$ cat src/rtl/seq_magnitude_comparator.sv
// Sequential magnitude comparator: walks the operands MSB-first, DIGIT bits
// per clock, and stops at the first chunk that differs.
// Signed ordering comes from flipping the sign bit of both operands at
// capture time, so the datapath only ever does unsigned chunk compares.

// One chunk of the operand pair compared as unsigned values.
module smc_chunk_cmp #(
    parameter int DIGIT = 1
) (
    input  logic [DIGIT-1:0] a,
    input  logic [DIGIT-1:0] b,
    output logic             lt,
    output logic             gt
);
    assign lt = (a < b);
    assign gt = (a > b);
endmodule

module seq_magnitude_comparator #(
    parameter int WIDTH = 8,
    parameter int DIGIT = 1
) (
    input  logic                             clk,
    input  logic                             rst_n,
    input  logic                             start,
    input  logic                             signed_mode,
    input  logic [WIDTH-1:0]                 a,
    input  logic [WIDTH-1:0]                 b,
    output logic                             busy,
    output logic                             done,
    output logic                             lesser,
    output logic                             greater,
    output logic                             equal,
    output logic [$clog2(WIDTH/DIGIT+1)-1:0] cycles
);
    localparam int N     = WIDTH / DIGIT;
    localparam int IDX_W = (N > 1) ? $clog2(N) : 1;
    localparam int CYC_W = $clog2(N + 1);
    localparam logic [WIDTH-1:0] MSB = WIDTH'(1) << (WIDTH - 1);

    generate
        if (WIDTH < 1 || DIGIT < 1 || DIGIT > WIDTH || (WIDTH % DIGIT) != 0) begin : g_bad_params
            $error("seq_magnitude_comparator: illegal WIDTH/DIGIT combination");
        end
    endgenerate

    typedef enum logic {IDLE, COMPARE} state_t;

    state_t                  state, state_nxt;
    logic [WIDTH-1:0]        op_a, op_b;
    logic [IDX_W-1:0]        idx;
    logic [N-1:0][DIGIT-1:0] chunk_a, chunk_b;
    logic [N-1:0]            lt_vec, gt_vec;
    logic                    chunk_lt, chunk_gt, last;

    // Split the latched operands into MSB-first chunks, one comparator each.
    generate
        for (genvar i = 0; i < N; i++) begin : g_chunk
            assign chunk_a[i] = op_a[WIDTH-1-i*DIGIT -: DIGIT];
            assign chunk_b[i] = op_b[WIDTH-1-i*DIGIT -: DIGIT];
            smc_chunk_cmp #(.DIGIT(DIGIT)) u_cmp (
                .a  (chunk_a[i]),
                .b  (chunk_b[i]),
                .lt (lt_vec[i]),
                .gt (gt_vec[i])
            );
        end
    endgenerate

    assign chunk_lt = lt_vec[idx];
    assign chunk_gt = gt_vec[idx];
    assign last     = (idx == IDX_W'(N - 1));

    // State register.
    always_ff @(posedge clk or negedge rst_n) begin
        if (!rst_n) state <= IDLE;
        else        state <= state_nxt;
    end

    // Next state: leave COMPARE on the first differing chunk or the last chunk.
    always_comb begin
        state_nxt = state;
        case (state)
            IDLE:    if (start) state_nxt = COMPARE;
            COMPARE: if (chunk_lt || chunk_gt || last) state_nxt = IDLE;
            default: state_nxt = IDLE;
        endcase
    end

    // Moore output.
    always_comb begin
        busy = (state == COMPARE);
    end

    // Datapath: operand capture, chunk index and registered result.
    always_ff @(posedge clk or negedge rst_n) begin
        if (!rst_n) begin
            op_a    <= '0;
            op_b    <= '0;
            idx     <= '0;
            done    <= 1'b0;
            lesser  <= 1'b0;
            greater <= 1'b0;
            equal   <= 1'b0;
            cycles  <= '0;
        end else begin
            done <= 1'b0;
            case (state)
                IDLE: begin
                    if (start) begin
                        op_a    <= a ^ (signed_mode ? MSB : '0);
                        op_b    <= b ^ (signed_mode ? MSB : '0);
                        idx     <= '0;
                        lesser  <= 1'b0;
                        greater <= 1'b0;
                        equal   <= 1'b0;
                        cycles  <= '0;
                    end
                end
                COMPARE: begin
                    if (chunk_lt || chunk_gt) begin
                        lesser  <= chunk_lt;
                        greater <= chunk_gt;
                        cycles  <= CYC_W'(idx) + CYC_W'(1);
                        done    <= 1'b1;
                    end else if (last) begin
                        equal  <= 1'b1;
                        cycles <= CYC_W'(N);
                        done   <= 1'b1;
                    end else begin
                        idx <= idx + IDX_W'(1);
                    end
                end
                default: ;
            endcase
        end
    end
endmodule

$ cat config.mk
export PLATFORM = sky130hd
export DESIGN_NAME = seq_magnitude_comparator
export DESIGN_NICKNAME = d
export VERILOG_FILES = /design/src/rtl/seq_magnitude_comparator.sv
export SDC_FILE = /design/constraint.sdc
export NUM_CORES = 1
export LEC_CHECK = 0
export ABC_CLOCK_PERIOD_IN_PS = 1900
export BUFFER_PORTS_ARGS = -buffer_cell sky130_fd_sc_hd__clkbuf_2
export CORE_MARGIN = 2
export CORE_UTILIZATION = 48
export DETAILED_ROUTE_END_ITERATION = 8
export GPL_TIMING_DRIVEN = 0
export PLACE_DENSITY = 0.74
export REMOVE_ABC_BUFFERS = 1
export SYNTH_ARGS = -nofsm -noshare
export SYNTH_HDL_FRONTEND = slang
export SYNTH_HIERARCHICAL = 1
export SYNTH_SLANG_ARGS = --single-unit
$ cat constraint.sdc
create_clock -name clk -period 1.9 [get_ports clk]
set_clock_uncertainty 0.05 [all_clocks]
set_input_delay 0.475 -clock clk [delete_from_list [all_inputs] [get_ports clk]]
set_output_delay 0.475 -clock clk [all_outputs]
set_load 0.01 [all_outputs]
==> out/results.ini, run 1 <==
[routing]
drtIter0Drc = 37
dr_total_vias = 1062
drt_pass1_iterations = 6
wl_per_cell_um = 13.0
drtAntennaViolNets = 0
drc = 3
wl_um = 2610
routed_via_density = 5.28

[cells_and_area]
layout_common_cells = nand2_1, clkbuf_2, dfrtp_1
area_growth_pct = 15.8
antenna_cells = 0
layout_commonest_cell = nand2_1
fin_util_pct = 59.3
final_nets = 193
layout-drive-gt1-share_pct = 31.8

[critical_path]
crit_fanout = 6
required_ns = 2.12
arrival_ns = 2.27
critPathLaunchType = flop
worstRegToRegCells = 5
crit_path_end_kind = flop
critical_path_class = reg -> reg

[power_and_ir_drop]
power_switching_w = 0.00100
power.density_nw_per_um2 = 1650
power_frac_comb_pct = 45.7
power_w = 0.00274
vdd_drop_max_mv = 0.647
p_int_w = 0.00174
p_sw_share_pct = 36.5
p_seq_share_pct = 39.9
p_leak_nw = 0.883
clkPwrFrac_pct = 14.3

[floorplan]
core_area_um2 = 2810
die_y_um = 58.7
dieWidth_um = 58.7
num_rows = 19
ios = 29
initial_core_util_pct = 51.2
dieArea_um2 = 3450

[global_route]
grt_first_pass_wirelength_um = 4660
grt-ovfl-total = 0
grt_pass1_vias = 1099
grt_use_total_pct = 17.6
grt_antenna_before_repair = 0
grt_max_degree = 29

[sta]
final-hold-violation-count = 0
finalSetupViolations = 10
relSlewSlack_pct = 55.0
fin_crit_ns = 2.05
fmax_mhz = 487
tightest_slew_ns = 0.676
slew_violations = 0
fin_ws_ns = -0.152
period_share_pct = 108
rsz0062_at_grt = true

[cts]
postCtsHoldBufs = 0
clockBufferDepth = 2
cts_tree = done
clock-sinks = 28
cts_buffers = 3
clk_latency_ns = 0.33
cts_root_buf = clkbuf_4
path_clk_slew_ns = 0.15
htreeDepth = 1

[hold_path]
hp-class = in -> async

[logic_synthesis]
ys_seq_area_share_pct = 48.8
synth_area_per_cell_um2 = 10.1
netlist_area_um2 = 1440
ys_ff_latch = 28
synth_cells = 142
synth_cell_type_count = 30
ys.warnings.count = 6

[placed_design]
dp_hpwl_um = 1890
gp_congestion = 0.704
numPortBuffers = 28

[run_status]
status = finished with violations
violations = DRC, setup timing

[job]
maxCapViolCount = 0

[through the flow]
step | hold WS [ns] | instance area, um^2 | setup TNS (ns) | instances | worst slack [ns]
2_1_floorplan | 0.129 | 1410 | -0.415 | 136 | -0.126
3_3_place_gp | 0.418 | 1590 | -1.71 | 195 | -0.275
3_5_place_dp | 0.421 | 1590 | -2.19 | 195 | -0.316
4_1_cts | 0.117 | 1660 | -1.04 | 201 | -0.174
5_1_grt | 0.137 | 1660 | -1.79 | 201 | -0.243
6_report | 0.0966 | 1660 | -0.891 | 201 | -0.152
[power groups by stage]
stage          logic [W]  clock network, W  registers, W
3_5_place_dp     0.00120                 0       0.00112
6_report         0.00125          0.000392       0.00109
5_1_grt          0.00141          0.000428       0.00114
2_1_floorplan   0.000902                 0       0.00109
3_3_place_gp     0.00115                 0       0.00109
4_1_cts          0.00127          0.000405       0.00110
[logic make-up after synthesis]
logic type / after synthesis / synth area share [%]
AOI/OAI and AO/OA: 11 / 6.01
xor gates and xnor gates: 2 / 1.22
adders and majority gates: 2 / 1.74
buffers and inverters: 9 / 2.87
DFF: 28 / 48.8
muxes: 11 / 11.6
and+or+nand+nor: 79 / 27.8
[cell usage after synthesis]
cell	count	share of area (%)
or2_1	1	0.44
a32o_1	3	2.1
mux2_4	1	1.0
a32oi_1	1	0.61
mux2_2	1	0.78
nor4b_4	1	1.7
ha_1	2	1.7
a21o_1	1	0.52
inv_1	3	0.78
dfrtp_1	28	49
o21ai_0	2	0.70
and2_1	1	0.44
clkbuf_1	5	1.3
a21oi_1	1	0.35
o31ai_1	1	0.52
nor2_1	1	0.26
nand2b_1	2	0.87
or2_2	1	0.44
o21ai_2	1	0.61
mux4_2	4	6.3
a211o_1	1	0.61
mux2i_1	5	3.5
nor4_1	1	0.44
buf_6	1	0.78
nand2_1	52	14
and2b_2	8	4.9
nor2b_1	9	3.9
nor3b_1	1	0.52
xnor2_1	2	1.2
nand3_1	1	0.35
[flip-flops by register name (all words and copies together), names as in the netlist]
name     flops
cycles       4
idx          3
done         1
op_a         8
busy         1
greater      1
equal        1
op_b         8
lesser       1
[critical path: stages (launching register included)]
cell and delay [ns]:
dfrtp_1 0.42, and2b_2 0.19, mux4_2 0.46, mux2_4 0.33, nor4b_4 0.30, mux2i_1 0.23
[final cells by class]
cell class | instances | area, um^2
fill | 260 | 1140
sequential | 28 | 702
clock inverter | 1 | 30.0
inverter | 3 | 11.3
clock buffer | 3 | 22.5
timing repair buffer | 30 | 155
tap | 31 | 38.8
multi-input combinational | 105 | 703
[worst paths after layout]
kind,startpoint,endpoint,slack (ns)
setup reg to reg,op_a[2],idx[1],-0.15
min in group clk,b[5],op_b[5],0.27
setup / recovery,op_a[2],idx[1],-0.15
hold reg to reg,op_b[1],op_b[1],0.46
hold / removal,rst_n,lesser,0.1
max in group asynchronous,rst_n,idx[0],1.24
[layer usage]
metal  wire length [um]  vias up  global-route usage [%]  part of all wire (%)
li1                   -      529                       -                     -
met3                114        4                    2.64                   4.4
met1               1100      501                    20.2                    42
met2               1360       28                    33.4                    52
met4                 31        0                    5.84                   1.2
met5                  0        -                       0                     0
[repair_timing]
item / 4_1_cts / 5_1_grt
buffers inserted: 2 / 0
cloned: 0 / 0
endpoints found under the setup margin: 12 / 15
hold endpoints to repair: 0 / 0
pin swaps: 1 / 1
resized for setup: 3 / 1
(Power assumes the default switching activity.)
==> run 2: changes to the inputs <==
Settings changed: ABC_AREA from default to 1, CORE_UTILIZATION 48 to 49, PLACE_DENSITY 0.74 to 0.75.
==> out/results.ini, run 2 <==
[run_status]
status = finished, final reports clean

[logic_synthesis]
yosys.area.top_type = dfrtp_1
ys.flop_type = dfrtp_1
synth_cell_type_count = 15  ; -50%
ys_seq_area_share_pct = 47.1  ; -1.7 points
netlist_area_um2 = 1490  ; +3.6%
yosysMostFrequentCell = nand2_1
ys_top_cells_by_count = nand2_1, inv_1, nand3_1
synth_top_cells_by_area = dfrtp_1, nand2_1, nand3_1, inv_1, nor2_1
async_flop_share_pct = 100  ; unchanged
synth_top_area_share_pct = 47.1  ; -1.7 points
synth_cells = 209  ; +47%
synth_area_per_cell_um2 = 7.12  ; -30%
synth_edf_count = 0  ; unchanged
ys.warnings.count = 6  ; unchanged
ys_ff_latch = 28  ; unchanged

[placed_design]
numPortBuffers = 28  ; unchanged
gp_congestion = 0.827  ; +18%
dp.cells = 263  ; +35%
dp_hpwl_um = 1830  ; -3.1%

[cells_and_area]
area_growth_pct = 15.2
layout-drive-gt1-share_pct = 18.1  ; -14 points
final_nets = 261  ; +35%
antenna_cells = 0  ; unchanged
layout_common_cells = nand2_1, inv_1, nand3_1
fillers = 289  ; +11%
instances_no_fill = 269  ; +34%
largest_registers = op_a (8), op_b (8), cycles (4)
layout_commonest_cell = nand2_1

[cts]
htreeDepth = 1  ; unchanged
clock-sinks = 28  ; unchanged
path_clk_slew_ns = 0.15  ; about the same
cts_root_buf = clkbuf_4
cts_tree = done
cts_buffers = 3  ; unchanged
clk_latency_ns = 0.34  ; about the same
clockBufferDepth = 2  ; unchanged

[critical_path]
required_ns = 2.10  ; -0.02 ns
critPathTopFamily = simple AND/OR/NAND/NOR gates
path_cells = inv_1 -> nand2_1 -> nand3_1 -> nand3_1 -> nand2_2 -> nand2_4 -> nand2_4 -> nand3_1 -> nand2_1
crit_path_end_kind = flop
critPathLaunchType = flop
crit_path_top_delay_cell = dfrtp_1
critical_path_class = reg -> reg
path_buf_inv = 1  ; +1
max_stage_delay_ns = 0.61  ; +0.15 ns
crit_fanout = 13  ; +7
arrival_ns = 1.91  ; -0.36 ns
cpMostUsedCell = nand3_1

[power_and_ir_drop]
p_leak_nw = 1.03  ; +17%
vdd_drop_max_mv = 0.729  ; +13%
p_int_w = 0.00156  ; -10%
power_frac_comb_pct = 46.5  ; +0.8 points
p_seq_share_pct = 39.4  ; -0.5 points
clkPwrFrac_pct = 14.1  ; -0.2 points
p_sw_share_pct = 44.1  ; +7.5 points
power.density_nw_per_um2 = 1630  ; -1.3%
power_switching_w = 0.00123  ; +23%

[routing]
drt_pass1_iterations = 4  ; -2
dr_total_vias = 1266  ; +19%
drtAntennaViolNets = 0  ; unchanged
drc = 0  ; -3
routed_via_density = 4.71  ; -11%
drtIter0Drc = 33  ; -11%
wl_per_cell_um = 9.60  ; -26%
wl_um = 2580  ; -1.1%

[sta]
slew_violations = 0  ; unchanged
finalSetupViolations = 0  ; -10
final-hold-violation-count = 0  ; unchanged
fmax_mhz = 584  ; +20%
period_share_pct = 90.2  ; -18 points
fin_crit_ns = 1.71  ; -0.339 ns
holdWs_ns = 0.0841  ; -0.0125 ns
rsz0062_at_grt = false
tightest_slew_ns = 0.665  ; -0.0109 ns
relSlewSlack_pct = 55.7  ; +0.73 points

[floorplan]
ios = 29  ; unchanged
num_rows = 19  ; unchanged
core_area_um2 = 2830  ; +0.85%
initial_core_util_pct = 52.6  ; +1.4 points
dieWidth_um = 59.1  ; +0.67%
dieArea_um2 = 3490  ; +1.4%
die_y_um = 59.1  ; +0.67%

[global_route]
grt_first_pass_wirelength_um = 4600  ; -1.3%
grt_use_total_pct = 17.2  ; -0.49 points
grt-ovfl-total = 0  ; unchanged
grt_max_degree = 29  ; unchanged
grt_pass1_vias = 1132  ; +3.0%
grt_antenna_before_repair = 0  ; unchanged

[job]
maxCapViolCount = 0  ; unchanged

[hold_path]
hp-class = in -> async

run 2: cell types whose count changed in the layout (fill, tap and decap cells not counted), moves of 4 or more:
cell,previous run,this run
nand2_1,52,78
mux4_2,4,0
nand3_1,1,29
mux2i_1,5,0
nor2b_1,8,0
and2b_2,8,0
nor2_1,1,19
inv_1,3,35
run 2: cell type report:
cell class	instances	area, um^2	share of cell area [%]
Clock buffer	3	22.5	1.31
Clock inverter	1	30.0	1.75
Inverter	37	143	8.32
Multi-Input combinational cell	139	624	36.4
Sequential cell	28	701	40.9
Tap cell	31	38.8	2.26
Timing Repair Buffer	30	155	9.05
run 2: kinds of logic (layout without fill, tap and decap cells):
kind of cell             Yosys count  in the layout  synth area share, %
AND/OR/NAND/NOR                  133            133                 38.1
buffers and inverters             42             71                 11.3
flip-flops                        28             28                 47.1
adder cells (fa/ha/maj)            2              2                 1.68
AO/OA/AOI/OAI                      2              2                0.673
XOR/XNOR                           2              2                 1.18
run 2: power by group through the flow:
stage                     clock, W  combinational [W]  sequential, W
after floorplan                  0           0.000970        0.00110
after global placement           0            0.00125        0.00110
after detailed placement         0            0.00127        0.00111
after CTS                 0.000401            0.00129        0.00110
after global routing      0.000426            0.00152        0.00114
final                     0.000393            0.00130        0.00110
run 2: final timing paths:
path	from	slack, ns	to	cells past startpoint
setup / recovery	idx[0]	0.19	cycles[3]	9
hold / removal	rst_n	0.08	greater	1
setup reg to reg	idx[0]	0.19	cycles[3]	9
hold reg to reg	equal	0.46	equal	2
max in group asynchronous	rst_n	1.29	op_a[2]	1
min in group clk	a[0]	0.26	op_a[0]	3
run 2: repair_timing:
item / CTS / global route
gates resized for setup: 1 / 1
setup buffers: 0 / 2
setup endpoints to repair: 4 / 4
hold buffers: 0 / 0
run 2: metrics by stage:
stage          area, um^2  setup TNS, ns  power (W)  worst slack [ns]  util [%]
2_1_floorplan        1460              0    0.00207             0.231         -
3_3_place_gp         1640         -0.367    0.00236            -0.109      57.9
3_5_place_dp         1640         -0.430    0.00238            -0.122      57.9
4_1_cts              1700              0    0.00279            0.0383      59.9
5_1_grt              1710              0    0.00308           0.00801      60.6
6_report             1710              0    0.00279             0.187      60.6
run 2: layer usage:
layer / global-route usage [%] / share of wire (%)
met1: 22.4 / 49
met5: 0 / 0
met4: 8.77 / 1.7
met3: 2.62 / 3.7
met2: 27.6 / 46
